### src/rtl/redmule_pkg.sv
// Shared types for the RedMulE job controller.
// Job bundle, controller state encoding, event indices.
package redmule_pkg;

  localparam int unsigned REDMULE_REGS = 2;
  localparam int unsigned N_CORES = 8;
  localparam int unsigned IdW = $clog2(N_CORES);
  localparam int unsigned JobWidth = 32 * REDMULE_REGS;

  localparam int unsigned EvtDone = 0;
  localparam int unsigned EvtErr = 1;

  typedef struct packed {
    logic [IdW-1:0]      owner;
    logic [JobWidth-1:0] payload;
  } job_t;

  typedef enum logic [2:0] {
    LATCH_RST = 3'd0,
    IDLE      = 3'd1,
    CONFIG    = 3'd2,
    STARTING  = 3'd3,
    COMPUTING = 3'd4,
    FINISHED  = 3'd5,
    ABORT     = 3'd6
  } redmule_job_ctrl_state_e;

endpackage

### src/rtl/redmule_job_fifo.sv
// Pending-job FIFO: power-of-2 ring buffer with occupancy count.
// Synchronous clear empties it without touching storage.
module redmule_job_fifo
  import redmule_pkg::*;
#(
  parameter int unsigned Depth = 4
) (
  input  logic                   clk_i,
  input  logic                   rst_ni,
  input  logic                   clear_i,
  input  logic                   push_i,
  input  job_t                   data_i,
  input  logic                   pop_i,
  output job_t                   data_o,
  output logic                   full_o,
  output logic                   empty_o,
  output logic [$clog2(Depth):0] count_o
);

  localparam int unsigned PtrW = $clog2(Depth);
  localparam int unsigned CntW = PtrW + 1;

  job_t            mem [Depth];
  logic [PtrW-1:0] wr_q;
  logic [PtrW-1:0] rd_q;
  logic [CntW-1:0] cnt_q;

  // pointer and count update; pointers wrap naturally
  always_ff @(posedge clk_i or negedge rst_ni) begin
    if (!rst_ni) begin
      wr_q  <= '0;
      rd_q  <= '0;
      cnt_q <= '0;
    end else if (clear_i) begin
      wr_q  <= '0;
      rd_q  <= '0;
      cnt_q <= '0;
    end else begin
      if (push_i) wr_q <= wr_q + 1'b1;
      if (pop_i) rd_q <= rd_q + 1'b1;
      if (push_i && !pop_i) cnt_q <= cnt_q + 1'b1;
      else if (pop_i && !push_i) cnt_q <= cnt_q - 1'b1;
    end
  end

  // payload storage, no reset needed
  always_ff @(posedge clk_i) begin
    if (push_i && !clear_i) mem[wr_q] <= data_i;
  end

  assign data_o  = mem[rd_q];
  assign full_o  = (cnt_q == CntW'(Depth));
  assign empty_o = (cnt_q == '0);
  assign count_o = cnt_q;

endmodule

### src/rtl/redmule_job_ctrl.sv
// Multi-job RedMulE controller: job queue, run FSM,
// watchdog abort and per-owner done/error events.
module redmule_job_ctrl
  import redmule_pkg::*;
#(
  parameter int unsigned QueueDepth    = 4,
  parameter int unsigned TimeoutCycles = 65536,
  parameter int unsigned CntWidth      = 32
) (
  input  logic                        clk_i,
  input  logic                        rst_ni,
  input  logic                        clear_i,
  input  logic                        test_mode_i,
  input  logic                        job_valid_i,
  output logic                        job_ready_o,
  input  job_t                        job_i,
  output logic                        cfg_start_o,
  output logic [JobWidth-1:0]         cfg_o,
  input  logic                        cfg_valid_i,
  input  logic                        w_loaded_i,
  input  logic                        z_done_i,
  input  logic                        abort_i,
  output logic                        busy_o,
  output logic                        idle_o,
  output logic                        first_load_o,
  output logic                        flush_o,
  output logic                        sched_rst_o,
  output logic [N_CORES-1:0][1:0]     evt_o,
  output logic [$clog2(QueueDepth):0] pending_o,
  output logic [CntWidth-1:0]         done_cnt_o
);

  localparam bit WdEn = (TimeoutCycles != 0);
  localparam logic [CntWidth-1:0] WdLimit =
    CntWidth'(WdEn ? TimeoutCycles - 1 : 0);

  redmule_job_ctrl_state_e state_q, state_d;

  job_t                head;
  logic                full;
  logic                empty;
  logic                push;
  logic                pop;
  logic                active;
  logic                wd_hit;
  logic [IdW-1:0]      owner_q;
  logic [JobWidth-1:0] cfg_q;
  logic                cfg_start_q;
  logic [CntWidth-1:0] wd_q;
  logic [CntWidth-1:0] done_q;

  assign push = job_valid_i && !full && !clear_i;
  assign pop  = (state_q == IDLE) && !empty && !clear_i;

  redmule_job_fifo #(
    .Depth (QueueDepth)
  ) i_fifo (
    .clk_i   (clk_i),
    .rst_ni  (rst_ni),
    .clear_i (clear_i),
    .push_i  (push),
    .data_i  (job_i),
    .pop_i   (pop),
    .data_o  (head),
    .full_o  (full),
    .empty_o (empty),
    .count_o (pending_o)
  );

  assign active = (state_q == CONFIG) ||
                  (state_q == STARTING) ||
                  (state_q == COMPUTING);
  assign wd_hit = WdEn && (wd_q == WdLimit);

  // next-state logic; abort beats any forward progress
  always_comb begin
    state_d = state_q;
    unique case (state_q)
      LATCH_RST: state_d = IDLE;
      IDLE: begin
        if (!empty) state_d = CONFIG;
        else if (test_mode_i) state_d = STARTING;
      end
      CONFIG: begin
        if (abort_i || wd_hit) state_d = ABORT;
        else if (cfg_valid_i) state_d = STARTING;
      end
      STARTING: begin
        if (abort_i || wd_hit) state_d = ABORT;
        else if (w_loaded_i) state_d = COMPUTING;
      end
      COMPUTING: begin
        if (abort_i || wd_hit) state_d = ABORT;
        else if (z_done_i) state_d = FINISHED;
      end
      FINISHED: state_d = IDLE;
      ABORT:    state_d = IDLE;
      default:  state_d = IDLE;
    endcase
    if (clear_i) state_d = IDLE;
  end

  // state, active job and start pulse registers
  always_ff @(posedge clk_i or negedge rst_ni) begin
    if (!rst_ni) begin
      state_q     <= LATCH_RST;
      owner_q     <= '0;
      cfg_q       <= '0;
      cfg_start_q <= 1'b0;
    end else begin
      state_q     <= state_d;
      cfg_start_q <= pop;
      if (pop) begin
        owner_q <= head.owner;
        cfg_q   <= head.payload;
      end else if (state_q == IDLE && state_d == STARTING) begin
        owner_q <= '0;
        cfg_q   <= '0;
      end
    end
  end

  // watchdog: zero outside a job, saturating count inside
  always_ff @(posedge clk_i or negedge rst_ni) begin
    if (!rst_ni) begin
      wd_q <= '0;
    end else if (clear_i || !active || !WdEn) begin
      wd_q <= '0;
    end else if (wd_q != '1) begin
      wd_q <= wd_q + 1'b1;
    end
  end

  // completed-job counter survives soft clear
  always_ff @(posedge clk_i or negedge rst_ni) begin
    if (!rst_ni) begin
      done_q <= '0;
    end else if (state_q == FINISHED && !clear_i) begin
      done_q <= done_q + 1'b1;
    end
  end

  // one-cycle done/error event towards the job owner
  always_comb begin
    evt_o = '0;
    if (!clear_i) begin
      if (state_q == FINISHED) evt_o[owner_q][EvtDone] = 1'b1;
      if (state_q == ABORT) evt_o[owner_q][EvtErr] = 1'b1;
    end
  end

  assign job_ready_o  = !full;
  assign cfg_start_o  = cfg_start_q;
  assign cfg_o        = cfg_q;
  assign busy_o       = (state_q == STARTING) || (state_q == COMPUTING);
  assign idle_o       = (state_q == IDLE) && empty;
  assign first_load_o = (state_q == STARTING);
  assign flush_o      = (state_q == FINISHED) || (state_q == ABORT);
  assign sched_rst_o  = flush_o;
  assign done_cnt_o   = done_q;

endmodule

### config.mk
export PLATFORM = sky130hd
export DESIGN_NAME = redmule_job_ctrl
export DESIGN_NICKNAME = d
export VERILOG_FILES = /design/src/rtl/redmule_pkg.sv /design/src/rtl/redmule_job_fifo.sv /design/src/rtl/redmule_job_ctrl.sv
export SDC_FILE = /design/constraint.sdc
export NUM_CORES = 1
export LEC_CHECK = 0
export ABC_AREA = 0
export CAP_MARGIN = 20
export CORE_ASPECT_RATIO = 0.9
export CORE_UTILIZATION = 41
export CTS_CLUSTER_SIZE = 40
export DETAILED_ROUTE_END_ITERATION = 12
export DONT_BUFFER_PORTS = 1
export GPL_TIMING_DRIVEN = 0
export PLACE_DENSITY_LB_ADDON = 0.08
export SLEW_MARGIN = 30
export SYNTH_ARGS = -nofsm -noshare
export SYNTH_HDL_FRONTEND = slang
export SYNTH_SLANG_ARGS = --single-unit
### constraint.sdc
create_clock -name clk_i -period 3.6 [get_ports clk_i]
set_input_delay 0.36 -clock clk_i [delete_from_list [all_inputs] [get_ports clk_i]]
set_output_delay 0.36 -clock clk_i [all_outputs]
set_load 0.05 [all_outputs]
Word level (Yosys, flattened, before mapping)
Memories as Yosys holds them, arrays and structs flattened.
Cells that the tools add are included.
Cells by class
  mux-type cells: 33
  eq/ne operators: 10
  magnitude comparators: 2
  add/subtract/negate cells: 6
  reductions and logical operators: 29
  bitwise logic cells: 1
Operators with widths (number)
  2-to-1 mux 64 bit: 2
  adder 32 x 1 -> 32 bit (second input constant): 2
  2-to-1 mux 16 bit: 4
  2-to-1 mux 32 bit: 2
  2-to-1 mux 3 bit: 14
  == test 32 x 16 -> 1 bit (second input constant): 1
  inequality test 32 bit (second input constant): 1
  bitwise OR 16 bit: 1
  demux 2 bit (select 3 bit): 2
  == test 3 bit (second input constant): 4
  one-hot mux 3 bit (4 select lines): 1
  logical AND 1 bit: 11
  2-to-1 mux 2 bit: 5
  == test 3 x 2 -> 1 bit (second input constant): 3
  nonzero test 2 bit: 4
  logical NOT 1 bit: 6
  logical OR 1 bit: 6
  adder 2 x 1 -> 2 bit (second input constant): 2
  less-than comparator 3 x 4 -> 1 bit (second input constant): 1
  adder 3 x 1 -> 3 bit (second input constant): 1
  == test 3 x 1 -> 1 bit (second input constant): 1
  >= comparator 3 x 1 -> 1 bit (second input constant): 1
  logical NOT 3 bit: 1
  2-to-1 mux 1 bit: 3
  other kinds (2): 2
Word-level totals
  RAM bits: 268
  word-level logic and storage cells: 91
  register bits: 142
  memories kept: 1
  input bits: 76
  output and inout port bits: 122
Memories
  i_fifo.mem: depth 4, width 67, rd ports 1, clocked after memory_dff 0, write ports 1, RTL line redmule_job_fifo.sv:23  | job_t mem [Depth];

Logic depth before layout (Yosys ltp)
Gate-level depths: netlist (run 1).
  depth in word-level cells: 9
  gate-level depth with buffers: 9
  depth with buffers taken out: 8

Modules after synthesis
A second synthesis (run 1) with hierarchy kept.
Unflattened totals
  cells, all modules: 928
  area total of the unflattened synthesis: 16164.3 um2
By module, submodules not included
  redmule_job_fifo: instances 1, cells each 396, area each 10119.7 um2
  redmule_job_ctrl: instances 1, cells each 532, area each 6044.5 um2

Worst setup path after synthesis (run 1)
Ideal clock, no wire load.
  path type: flip-flop to flip-flop
  from: register i_fifo.cnt_q[0] (netlist: i_fifo.count_o[0])
  to: memory i_fifo.mem[0][0] in the netlist's numbering (enable)
  setup time: 432 ps
  slack: 86 ps
  cell stages (with the launch flop): 5
  arrival time: 3082 ps
  buffers on the path: 0
  path through: dfrtp_1 or3b_2 nand2_1 nor2_1 and2_1
On the way
  cells in the longest elaborated chain, start to end: 7
Ends and longest elaborated chain
  start, declared: RTL line redmule_job_fifo.sv:26  | logic [CntW-1:0] cnt_q;
  start signal, assigned: RTL line redmule_job_fifo.sv:41  | if (push_i && !pop_i) cnt_q <= cnt_q + 1'b1;
  start signal, assigned: RTL line redmule_job_fifo.sv:42  | else if (pop_i && !push_i) cnt_q <= cnt_q - 1'b1;
  == test 3 bit: RTL line redmule_job_fifo.sv:52  | assign full_o = (cnt_q == CntW'(Depth));
  logical NOT 1 bit
  named net job_ready_o: RTL line redmule_job_ctrl.sv:15  | output logic job_ready_o,
  logical AND 1 bit (2 in a row): RTL line redmule_job_ctrl.sv:52  | assign push = job_valid_i && !full && !clear_i;
  logical AND 1 bit: RTL line redmule_job_fifo.sv:48  | if (push_i && !clear_i) mem[wr_q] <= data_i;
  2-to-1 mux 1 bit: RTL line redmule_job_fifo.sv:48
  2-to-1 mux 1 bit (implied by the code): RTL line redmule_job_fifo.sv:48
  end, declared: RTL line redmule_job_fifo.sv:23
The timed path passes the listed nets, and every way through them passes these cells.

==> key figures, run 1 <==
Outcome
  • Status: finished, final reports clean

GRT
  • Vias in the first global route: 8973
  • Largest net degree at the start of global routing: 143
  • GRT Residual Overflow: 0
  • Total Routing Usage GR: between 10% and 20%
  • Initial antenna violation count: 1
  • First-pass GRT wire length: about 54000 um

CTS
  • CTS clk-pin slew, worst paths: about 60 ps
  • Post-CTS Setup Bufs: 0
  • Worst-Skew Late Latency: between 500 and 600 ps
  • Root Buffer: clkbuf_16
  • Total clock buffers created by CTS: 42
  • CTS Sinks: a little over 400
  • CTS Hold Bufs: 71
  • Clock tree buffer depth: 3
  • CTS tree: done
  • CTS H-tree depth: 2
  • PostCTS Resize Cnt: 0

Drt
  • DR vias: 8560
  • Total Wirelength: 35200 um
  • Initial drt markers: between 500 and 600
  • TritonRoute pass-1 iters: 5
  • Detail Route Antenna Nets: 0
  • Avg Vias per Cell: 5.27
  • DRC: 0
  • Wirelength per Cell: between 20 and 25 um

Layout
  • # nets final: 1147
  • Utilization after layout: approximately half
  • Area growth from synthesis to layout: 18.6%
  • Share of cells above drive strength 1: 17.5%
  • Final instance area: 19100 um^2
  • Fill count: approximately 3300

Place
  • Port Buffers: 0
  • Detailed Place HPWL: approximately 22000 um
  • Placed inst area: 17000 um^2
  • Routability cong.: 0.756

Pwr
  • Internal power: slightly above 9000 uW
  • Total net switching power: 4690 uW
  • Leakage: 0.00682 uW
  • Clock power share: 31.9%
  • Maximum VDD drop: 0.429 mV
  • Combinational share of power: between 10% and 20%
  • Sw frac: 33.5%
  • Sequential power share: between 50% and 60%
  • Power Dens Cells: 731 nW/um^2

Synth
  • Post-synth EDFFs: roughly 270
  • Synth Area in Compound Gates: around 5.6%
  • Ys flop type: edfxtp_1
  • Main combinational cell family by area after synthesis: multiplexers
  • Ys async rst share: 34.6%
  • Post-synthesis xor/xnor area fraction: ~3%
  • Net Count, Synth: 1025
  • Mapped Cells: 942
  • Post-synthesis sequential area ratio: 71.9%
  • Post-synthesis mux area share: 9.61%
  • Syn Std Cell Area: 16100 um^2
  • Post-Synth Adder-Cell Area: 0.589%
  • Synth Area in Simple Gates: 7.65%
  • Synth Register Bits: 410
  • Synth cell types: 56
  • Syn avg cell area: roughly 17 um^2
  • YS warnings: 0

Setup path
  • Worst setup SP type: flip-flop
  • Crit Path Class: reg2out
  • Reg2reg path depth: 5
  • Crit path to: evt_o[7]
  • Crit. End Element: primary output
  • Critical path peak fanout: 10
  • Reg2reg start: i_fifo.count_o[0]$_DFFE_PN0P_
  • Arrival time worst endpoint: 2680 ps
  • FF-to-FF End: i_fifo.mem[2][39]$_DFFE_PP_
  • Register-to-register setup slack: between 500 and 600 ps
  • Crit path required time: 3240 ps
  • CP startpoint: state_q[2]$_DFF_PN0_

STA
  • Hold_ws: 46.7 ps
  • F_max: 329 MHz
  • RSZ-0062 raised after global routing: no
  • Slew @ Worst Pin: 973 ps
  • Final hold violations: 0
  • Rel. slew slack: 34.9%
  • Crit path time final: 3040 ps
  • Clock Skew: 12.5 ps
  • Period utilisation layout: 84.6%
  • Setup violators final: 0
  • Slew Viols, Final: 0

Flow run
  • Max Cap Viol: 0

Die
  • # rows: 68
  • Die ar.: 40200 um^2
  • Chip Width: ~210 um
  • Ports: 198
  • Die Y-Extent: 190 um
  • Initial Utilization: between 40% and 50%
  • Core outline area: 38500 um^2

Hold path
  • Worst hold path class: in2reg
  • Hold Path Stages: 3
  • Hold Path Origin: abort_i
-- routing by layer --
layer,track usage [%],routed length (um),vias up
met1,23.5,15300,4364
met3,5.15,2400,51
met5,0,0,-
met4,6.41,802,0
li1,-,-,3933
met2,28.8,16800,212
-- critical path, cell delays in order (launching register included) --
cell,delay (ps)
dfrtp_1,360
clkbuf_1,330
nor4bb_1,490
nand2b_1,220
nor2_1,720
-- cells by family after synthesis --
kind of cell / Yosys count
buf+inv: 61
compound gates: 118
simple gates: 220
flops: 410
xor+xnor: 55
mux: 71
fa+ha+maj: 7
-- power groups by stage --
stage / Combinational, uW / Sequential (uW) / Clock [uW]
2_1_floorplan: 1770 / 7050 / 0
3_3_place_gp: 2240 / 7280 / 0
3_5_place_dp: 2310 / 7250 / 0
4_1_cts: 2450 / 7160 / 4610
5_1_grt: 2630 / 7200 / 4780
6_report: 2390 / 7140 / 4460
-- final cells by class --
class / count / area [um^2] / share of cell area, %
Sequential cell: 410 / 11600 / 60.6
Multi-Input combinational cell: 471 / 4300 / 22.5
Clock buffer: 57 / 1160 / 6.05
Timing Repair Buffer: 78 / 891 / 4.65
Tap cell: 525 / 657 / 3.43
Clock inverter: 21 / 253 / 1.32
Buffer: 48 / 226 / 1.18
Inverter: 13 / 48.8 / 0.255
Antenna cell: 1 / 2.50 / 0.0131
-- how the worst min path moves through the flow --
stage	end	slack, ps
2_1_floorplan	cfg_o[0]$_DFFE_PN0P_	60
3_3_place_gp	done_cnt_o[30]$_DFFE_PN0P_	70
3_5_place_dp	done_cnt_o[30]$_DFFE_PN0P_	70
4_1_cts	state_q[0]$_DFF_PN0_	7
5_1_grt	state_q[0]$_DFF_PN0_	40
6_report	state_q[0]$_DFF_PN0_	50
-- per-stage QoR --
stage | power (uW) | setup TNS, ps | cells | worst slack (ps)
CTS | 14200 | 0 | 1623 | 511
global placement | 9520 | -450520 | 1467 | -1740
finish | 14000 | 0 | 1624 | 556
floorplan | 8820 | 0 | 942 | 85.9
global route | 14600 | 0 | 1623 | 372
detailed placement | 9560 | 0 | 1474 | 560
-- cell usage in the layout (no fill, tap or decap), types with 7 or more instances in the layout --
cell,Yosys,final
nand2_1,28,28
xor2_1,29,29
a21oi_1,16,16
nor3_1,20,16
or3_1,12,12
a22o_1,68,68
dlygate4sd3_1,0,70
edfxtp_1,268,268
o21ai_0,13,13
clkbuf_1,29,35
mux4_2,67,67
buf_2,14,14
inv_1,13,13
nor4_1,9,8
nand3_1,20,20
clkbuf_16,0,43
nor2_1,55,55
clkinv_2,0,7
dfrtp_1,142,142
xnor2_1,26,26
nand4_1,20,20
-- cell usage after synthesis, types with 14 or more instances --
| cell | number | area [um^2] |
|---|---|---|
| a21oi_1 | 16 | 80.1 |
| a22o_1 | 68 | 596 |
| buf_2 | 14 | 70.1 |
| clkbuf_1 | 29 | 109 |
| dfrtp_1 | 142 | 3550 |
| edfxtp_1 | 268 | 8050 |
| mux4_2 | 67 | 1510 |
| nand2_1 | 28 | 105 |
| nand3_1 | 20 | 100 |
| nand4_1 | 20 | 125 |
| nor2_1 | 55 | 206 |
| nor3_1 | 20 | 100 |
| xnor2_1 | 26 | 228 |
| xor2_1 | 29 | 254 |
-- sequential cells by signal, indices dropped and copies added (netlist names) --
| name | cells |
|---|---|
| i_fifo.mem | 268 |
| cfg_o | 64 |
| done_cnt_o | 32 |
| wd_q | 32 |
| i_fifo.count_o | 3 |
| owner_q | 3 |
| state_q | 3 |
| i_fifo.rd_q | 2 |
| i_fifo.wr_q | 2 |
| cfg_start_o | 1 |
No activity file was read; power rests on OpenSTA's default activity.
==> run 2, diff against run 1 <==
Clock period 3.6 ns to 3 ns, I/O delays scaled along.
==> run 2 against run 1 <==
The flow now finishes with violations (negative hold slack). Cell area up 0.24%. Register-to-register slack worse by 310 ps. Clock power up 23%. Worst hold slack worse by 620 ps. First-iteration DRC count up 16%. Clock-buffer cell count up 2. Combinational power up 20%. Largest cell class unchanged. Largest power group unchanged.
==> key figures, run 2 (synthesis results as in run 1) <==
STA
  • Hold_ws: -569 ps (-615 ps)
  • F_max: around 340 MHz
  • Clock Skew: 6.66 ps (-5.84 ps)
  • Slew Viols, Final: 0 (unchanged)
  • Period utilisation layout: 99.1%
  • Setup TNS: 0 ps (unchanged)
  • Final hold violations: 142 (+142)
  • Crit path time final: between 2000 and 3000 ps
  • RSZ-0062 raised after global routing: yes
  • Setup violators final: 0 (unchanged)
  • Slew @ Worst Pin: 933 ps (-39.9 ps)
  • Rel. slew slack: 37.6% (+2.7 points)

CTS
  • CTS H-tree depth: 2 (unchanged)
  • Root Buffer: clkbuf_16
  • CTS clk-pin slew, worst paths: 60 ps (about the same)
  • Total clock buffers created by CTS: 44 (+4.8%)
  • CTS Sinks: 410 (unchanged)
  • Worst-Skew Late Latency: 560 ps (about the same)
  • Post-CTS Setup Bufs: 0 (unchanged)
  • Clock tree buffer depth: 3 (unchanged)
  • CTS tree: done
  • CTS Hold Bufs: 72 (+1.4%)

Die
  • Core outline area: 38500 um^2 (unchanged)
  • Die Y-Extent: 190 um (unchanged)
  • Ports: 198 (unchanged)
  • # rows: 68 (unchanged)
  • Die ar.: 40200 um^2 (unchanged)
  • Initial Utilization: 41.9% (unchanged)
  • Chip Width: 211 um (unchanged)

Pwr
  • Maximum VDD drop: 0.506 mV (+18%)
  • Clock power share: 32.4% (+0.5 points)
  • Leakage: 0.00683 uW (+0.24%)
  • Sw frac: 33.2% (-0.37 points)
  • Final Power: 16900 uW (+21%)
  • Combinational share of power: 16.9% (-0.2 points)
  • Sequential power share: 50.7% (-0.4 points)
  • Total net switching power: 5610 uW (+20%)
  • Internal power: 11300 uW (+22%)
  • Power Dens Cells: 881 nW/um^2 (+21%)

Place
  • Detailed Place HPWL: 21900 um (+0.72%)
  • Placed inst area: 17000 um^2 (about the same)
  • Port Buffers: 0 (unchanged)
  • Routability cong.: 0.771 (+2.0%)

Hold path
  • Worst hold path class: in2async

Setup path
  • Critical path peak fanout: 10 (unchanged)
  • Crit Path Class: reg2out
  • Arrival time worst endpoint: 2670 ps (about the same)
  • Crit. End Element: primary output
  • Worst setup SP type: flip-flop
  • Crit path required time: 2700 ps (-540 ps)

Layout
  • Fill count: 3304 (+0.82%)
  • # nets final: 1151 (+0.35%)
  • Area growth from synthesis to layout: 18.9%
  • Max FFs per register: 268 (unchanged)
  • Most frequent cells in the layout: edfxtp_1, dfrtp_1, dlygate4sd3_1
  • Utilization after layout: 49.8% (+0.12 points)
  • Multi-input gate area: 4320 um^2 (+0.35%)
  • FF+latch area: 11600 um^2 (about the same)
  • Share of cells above drive strength 1: 17.8% (+0.27 points)
  • Final instance area: 19200 um^2 (+0.24%)
  • Commonest non-fill, non-tap cell in the layout: edfxtp_1
  • Largest Register: i_fifo.mem

Drt
  • Total Wirelength: 35500 um (+0.73%)
  • DR vias: 8656 (+1.1%)
  • DRC: 0 (unchanged)
  • Avg Vias per Cell: 5.31 (+0.75%)
  • Detail Route Antenna Nets: 0 (unchanged)
  • Initial drt markers: 594 (+16%)
  • TritonRoute pass-1 iters: 5 (unchanged)
  • Wirelength per Cell: 21.8 um (+0.36%)

GRT
  • Largest net degree at the start of global routing: 143 (unchanged)
  • Vias in the first global route: 8972 (-0.011%)
  • First-pass GRT wire length: 54800 um (+1.1%)
  • Total Routing Usage GR: 18.2% (+0.21 points)
  • Initial antenna violation count: 2 (+1)
  • GRT Residual Overflow: 0 (unchanged)

Flow run
  • Max Cap Viol: 0 (unchanged)

Outcome
  • Failing checks: negative hold slack
  • Status: complete, but fails checks
## run 2: cell count changes in the layout (fill, tap and decap cells not counted), sizes merged
cell / before / now
clkbuf: 86 / 88
buf: 27 / 26
inv: 15 / 13
clkinvlp: 2 / 1
and2: 10 / 11
clkinv: 12 / 17
dlygate4sd3: 70 / 72
## run 2: area by class of cell
type                            instances  area share, %
Sequential cell                       410           60.5
Multi-Input combinational cell        472           22.5
Clock buffer                           59           6.36
Timing Repair Buffer                   79           4.52
Tap cell                              525           3.42
Clock inverter                         23           1.27
Buffer                                 48           1.17
Inverter                               13          0.254
Antenna cell                            1         0.0130
## run 2: power by group through the flow
stage	sequential, uW	clock [uW]	combinational, uW
after CTS	8590	5640	2920
after global routing	8650	5870	3140
after floorplan	8460	0	2120
after detailed placement	8700	0	2800
after global placement	8710	0	2690
final	8570	5480	2860
## run 2: what timing repair did
| item | in CTS | in global routing |
|---|---|---|
| endpoints found under the hold margin | 413 | 142 |
| pin swaps | 0 | 1 |
| setup endpoints to repair | 100 | 32 |
| cloned | 0 | 1 |
| gates resized for setup | 3 | 3 |
## run 2: worst paths after layout
| check | from | to | slack (ps) | depth (start not counted) |
|---|---|---|---|---|
| min in group clk_i | job_valid_i | i_fifo.wr_q[1]$_DFFE_PN0P_ | 120 | 3 |
| max in group asynchronous | rst_ni | cfg_o[19]$_DFFE_PN0P_ | 3230 | 0 |
| hold / removal | rst_ni | done_cnt_o[29]$_DFFE_PN0P_ | -570 | 0 |
| setup reg to reg | i_fifo.count_o[2]$_DFFE_PN0P_ | i_fifo.mem[2][29]$_DFFE_PP_ | 270 | 5 |
| setup / recovery | state_q[2]$_DFF_PN0_ | evt_o[11] | 30 | 4 |
| hold reg to reg | wd_q[11]$_DFFE_PN0P_ | wd_q[11]$_DFFE_PN0P_ | 570 | 2 |
## run 2: through the flow
stage,setup slack [ps],instances
global placement,-839,1467
finish,27.1,1630
global route,-173,1629
detailed placement,-73.8,1474
floorplan,220,942
CTS,-4.73,1628
## run 2: per-layer routing
metal | track usage (%) | vias up | part of all wire [%]
li1 | - | 3950 | -
met1 | 24.2 | 4439 | 44
met2 | 29.2 | 207 | 48
met3 | 4.90 | 58 | 6.3
met4 | 5.88 | 2 | 2.1
met5 | 0 | - | 0.037
## run 2: critical path: stages, from the launching register on
cell and delay (ps):
dfrtp_1 360, clkbuf_1 310, nor4bb_1 480, nand2_1 230, nor2_1 730
